==> src/rtl/rat_intc_pkg.sv <==
// rat_intc_pkg: shared constants, FSM state type and priority helper for rat_intc.
package rat_intc_pkg;
  localparam int ID_W = 3;
  localparam logic [7:0] PID_MASK_DEF = 8'h30;
  localparam logic [7:0] PID_PEND_DEF = 8'h31;
  localparam logic [7:0] PID_ID_DEF   = 8'h32;
  localparam logic [7:0] PID_ACK_DEF  = 8'h33;
  typedef enum logic [1:0] {ST_IDLE, ST_ASSERT, ST_HOLDOFF} state_t;
  // Scanning downward lets the lowest set bit overwrite, giving source 0 top priority.
  function automatic logic [ID_W-1:0] lowest_idx(input logic [7:0] v);
    lowest_idx = '0;
    for (int i = 7; i >= 0; i--) if (v[i]) lowest_idx = ID_W'(i);
  endfunction
endpackage

==> src/rtl/rat_intc_edge.sv <==
// rat_intc_edge: per-source rising-edge detector; define RAT_INTC_SYNC_EN to add a
// 2-flop synchronizer in front of it.
module rat_intc_edge (
  input  logic CLK,
  input  logic RST_N,
  input  logic i_irq,
  output logic o_rise
);
  logic w_in, r_d, r_q;
`ifdef RAT_INTC_SYNC_EN
  logic [1:0] r_sync;
  always_ff @(posedge CLK or negedge RST_N)
    if (!RST_N) r_sync <= '0;
    else r_sync <= {r_sync[0], i_irq};
  assign w_in = r_sync[1];
`else
  assign w_in = i_irq;
`endif
  always_ff @(posedge CLK or negedge RST_N)
    if (!RST_N) begin
      r_d <= 1'b0;
      r_q <= 1'b0;
    end else begin
      r_d <= w_in;
      r_q <= r_d;
    end
  assign o_rise = r_d & ~r_q;
endmodule

==> src/rtl/rat_intc.sv <==
// rat_intc: priority interrupt controller driving the RAT MCU INTR line from up to
// eight edge-latched sources; define RAT_INTC_SYNC_EN to synchronize IRQ_IN.
module rat_intc
  import rat_intc_pkg::*;
#(
  parameter int         N_SRC    = 4,
  parameter logic [7:0] PID_MASK = PID_MASK_DEF,
  parameter logic [7:0] PID_PEND = PID_PEND_DEF,
  parameter logic [7:0] PID_ID   = PID_ID_DEF,
  parameter logic [7:0] PID_ACK  = PID_ACK_DEF
) (
  input  logic             CLK,
  input  logic             RST_N,
  input  logic [N_SRC-1:0] IRQ_IN,
  input  logic [7:0]       PORT_ID,
  input  logic [7:0]       OUT_PORT,
  input  logic             IO_STRB,
  output logic [7:0]       DOUT,
  output logic             INTR
);
  state_t r_state, w_next;
  logic [N_SRC-1:0] r_pend, r_mask, w_rise, w_clr;
  logic [ID_W-1:0] r_cur_id;
  logic [7:0] w_act;
  logic w_ack, w_unused;
  for (genvar i = 0; i < N_SRC; i++) begin : g_src
    rat_intc_edge u_edge (.CLK(CLK), .RST_N(RST_N), .i_irq(IRQ_IN[i]), .o_rise(w_rise[i]));
  end
  assign w_act = 8'(r_pend & r_mask);
  assign w_ack = r_state == ST_ASSERT && IO_STRB && PORT_ID == PID_ACK &&
                 OUT_PORT[ID_W-1:0] == r_cur_id;
  assign w_clr = N_SRC'(w_ack) << r_cur_id;
  // A new edge on the source being acknowledged re-sets PEND, so it is serviced again.
  always_ff @(posedge CLK or negedge RST_N)
    if (!RST_N) begin
      r_state  <= ST_IDLE;
      r_pend   <= '0;
      r_mask   <= '0;
      r_cur_id <= '0;
    end else begin
      r_state <= w_next;
      r_pend  <= (r_pend & ~w_clr) | w_rise;
      if (IO_STRB && PORT_ID == PID_MASK) r_mask <= OUT_PORT[N_SRC-1:0];
      if (r_state == ST_IDLE && |w_act) r_cur_id <= lowest_idx(w_act);
    end
  always_comb begin
    w_next = r_state;
    case (r_state)
      ST_IDLE:   w_next = |w_act ? ST_ASSERT : ST_IDLE;
      ST_ASSERT: w_next = w_ack ? ST_HOLDOFF : ST_ASSERT;
      default:   w_next = ST_IDLE;
    endcase
  end
  assign INTR = r_state == ST_ASSERT;
  assign DOUT = PORT_ID == PID_MASK ? 8'(r_mask) :
                PORT_ID == PID_PEND ? 8'(r_pend) :
                PORT_ID == PID_ID   ? 8'(r_cur_id) : 8'h00;
  assign w_unused = ^OUT_PORT;
endmodule

==> config.mk <==
export PLATFORM = sky130hd
export DESIGN_NAME = rat_intc
export DESIGN_NICKNAME = d
export VERILOG_FILES = /design/src/rtl/rat_intc_pkg.sv /design/src/rtl/rat_intc_edge.sv /design/src/rtl/rat_intc.sv
export SDC_FILE = /design/constraint.sdc
export NUM_CORES = 1
export LEC_CHECK = 0
export CORE_MARGIN = 2
export CORE_UTILIZATION = 39
export CTS_CLUSTER_DIAMETER = 30
export DETAILED_ROUTE_END_ITERATION = 10
export PLACE_DENSITY = 0.82
export SLEW_MARGIN = 20
export SYNTH_ARGS = -nofsm -noshare
export SYNTH_HDL_FRONTEND = slang
export SYNTH_SLANG_ARGS = --single-unit
==> constraint.sdc <==
create_clock -name CLK -period 1.4 [get_ports CLK]
set_input_delay 0.35 -clock CLK [delete_from_list [all_inputs] [get_ports CLK]]
set_output_delay 0.35 -clock CLK [all_outputs]
set_load 0.02 [all_outputs]
==> flow_metrics.py <==
metrics = {
    "run_status": {
        "outcome": "finished with violations",
        "violations": "negative setup slack",
    },
    "finish": {
        "area_growth_pct": 52.2,
        "drive_gt1_share_pct": 42.7,
        "final_common_cell": "buf_4",
        "n_antenna_cell": 0,
        "layout_common_cells": "23 x buf_4, 20 x dfrtp_1, 7 x nor2_1, 7 x clkdlybuf4s50_1",
        "fin_nets": 155,
    },
    "global_routing": {
        "antenna_found_initial": 0,
        "grt.overflow.total": 0,
        "track_usage_pct": 18.4,
        "grt_pass1_vias": 884,
        "grt_pass1_wl_um": 3590,
        "grt_start_max_net_pins": 21,
    },
    "die": {
        "pin_count": 32,
        "dieHeight_um": 52.9,
        "die_w_um": 52.9,
        "core-area_um2": 2230,
        "floorplan.initialDensity_pct": 41.7,
        "die-area_um2": 2800,
        "placement_rows": 17,
    },
    "logic_synthesis": {
        "synth.distinct_cells": 28,
        "yosysWarnings": 0,
        "ys_seq_area_share_pct": 53.7,
        "syn-instance-count": 83,
        "synthesis.area_um2": 932,
        "ys_ff_latch": 20,
        "avgSynthCellArea_um2": 11.2,
    },
    "clocking": {
        "cts_made_buffers": 3,
        "cts-root-buf": "clkbuf_4",
        "clk_path_buf_depth": 2,
        "clock-sinks": 20,
        "insertion_delay_ns": 0.31,
        "clk_pin_slew_ns": 0.11,
        "htreeDepth": 1,
        "cts_tree": "done",
    },
    "timing": {
        "finalCritPeriodShare_pct": 112,
        "setup-tns-final_ns": -1.32,
        "fin_ws_ns": -0.167,
        "final.min_clock_period_ns": 1.57,
        "setup_viol": 10,
        "fmax_ghz": 0.638,
        "finalHoldViolCount": 0,
        "rsz0062_at_grt": "true",
        "skew_ns": 0.00182,
        "drv_slew": 0,
    },
    "hold_path": {
        "hold_class": "in -> async",
    },
    "drt": {
        "firstDrtPassIters": 4,
        "drt_drc_violations_left": 0,
        "ant_nets": 0,
        "wl_um": 2240,
        "drt-wirelength-per-cell_um": 14.1,
        "drtIter0Drc": 17,
        "vias": 786,
        "vias_per_cell": 4.94,
    },
    "flow_run": {
        "maxCapViolCount": 0,
    },
    "setup_path": {
        "crit_required_ns": 1.05,
        "cp_max_fo": 2,
        "worstSetupPathType": "reg -> out",
        "worst_setup_path_end_kind": "output port",
        "cp-start-kind": "flop",
        "arrival_ns": 1.22,
    },
    "pwr": {
        "p_per_area_nw_per_um2": 786,
        "total_power_mw": 1.12,
        "ir_drop_v": 0.000638,
        "p_leak_nw": 0.703,
    },
    "place": {
        "dp_hpwl_um": 1700,
        "gp_congestion": 0.782,
        "port_buffers": 23,
    },
}
==> stage by stage <==
step / std cells / utilization (%) / hold slack [ns] / setup WS (ns) / cell area [µm²]
floorplan: 86 / - / 0.0544 / -0.324 / 957
global placement: 155 / 60.6 / 0.360 / -0.887 / 1350
detailed placement: 155 / 60.6 / 0.366 / -0.954 / 1350
CTS: 159 / 62.4 / 0.363 / -0.177 / 1390
global route: 159 / 63.5 / 0.378 / -0.258 / 1420
finish: 159 / 63.5 / 0.356 / -0.167 / 1420
==> power breakdown <==
part	total [mW]	internal, mW	switching, mW
Sequential	0.605	0.596	0.00864
Clock	0.343	0.159	0.184
Combinational	0.168	0.0919	0.0761
Total	1.12	0.847	0.269
==> registers in the layout, indices dropped and copies added (netlist names) <==
signal,cells
r_state,2
r_mask,4
r_cur_id,2
g_src.u_edge.r_d,4
g_src.u_edge.r_q,4
r_pend,4
==> cell type report <==
cell class | count | area [µm²]
Multi-Input combinational cell | 57 | 453
Clock buffer | 4 | 36.3
Timing Repair Buffer | 46 | 379
Fill cell | 168 | 815
Tap cell | 28 | 35.0
Inverter | 4 | 15.0
Sequential cell | 20 | 500
==> synth_stat cells (all sizes together) <==
master	count	share of area [%]
a22o	4	3.8
o21ai	2	1.1
mux2i	4	4.3
and4	1	0.94
nor2b	2	1.3
or2	2	1.3
buf	5	3.8
and4bb	1	1.3
and4b	1	1.1
dfrtp	20	54
nand3	1	0.54
nor3	4	2.1
o31ai	1	0.81
nand2	6	2.7
mux2	5	7.7
conb	1	0.40
or4b	1	1.5
nand4	1	0.67
inv	4	1.6
a221oi	1	0.94
or3	2	1.3
nor2	8	3.5
a32oi	1	0.94
a21oi	5	2.7
==> timing repair <==
action	4_1_cts	5_1_grt
buffers inserted	2	0
hold buffers	0	0
pin swaps	11	5
resized for setup	63	6
endpoints found under the setup margin	16	14
endpoints found under the hold margin	0	0
==> critical path, stage by stage, from the launching register on <==
cell,delay [ns]
dfrtp_1,0.40
mux2i_1,0.13
nor2_1,0.05
a21oi_1,0.11
nor2_1,0.06
buf_2,0.15
==> cell families (layout without fill, tap and decap cells) <==
kind of cell	after synthesis	count (layout)	synth area share, %
other	1	4	0.402
buffers and inverters	9	54	5.37
and+or+nand+nor	30	30	18.4
muxes	9	9	11.9
AOI/OAI and AO/OA	14	14	10.2
DFF	20	20	53.7
==> routing by layer <==
layer / up-vias / track usage (%) / wire [µm]
met5: - / 0 / 0
met4: 0 / 10.3 / 43
met3: 4 / 3.39 / 150
met2: 29 / 32.9 / 1130
met1: 370 / 20.3 / 911
li1: 383 / - / -
==> final timing paths <==
kind,from,end,cells past startpoint,slack [ns]
max,r_pend[0]$_DFF_PN0_,DOUT[0],5,-0.17
min reg2reg,g_src[1].u_edge.r_d$_DFF_PN0_,g_src[1].u_edge.r_q$_DFF_PN0_,0,0.39
max reg2reg,r_state[1]$_DFF_PN0_,r_pend[1]$_DFF_PN0_,4,-0.06
min in group CLK,g_src[1].u_edge.r_d$_DFF_PN0_,g_src[1].u_edge.r_q$_DFF_PN0_,0,0.39
min,RST_N,g_src[0].u_edge.r_d$_DFF_PN0_,2,0.36
max in group asynchronous,RST_N,r_state[0]$_DFF_PN0_,2,0.84
No activity file was read; power rests on OpenSTA's default activity.
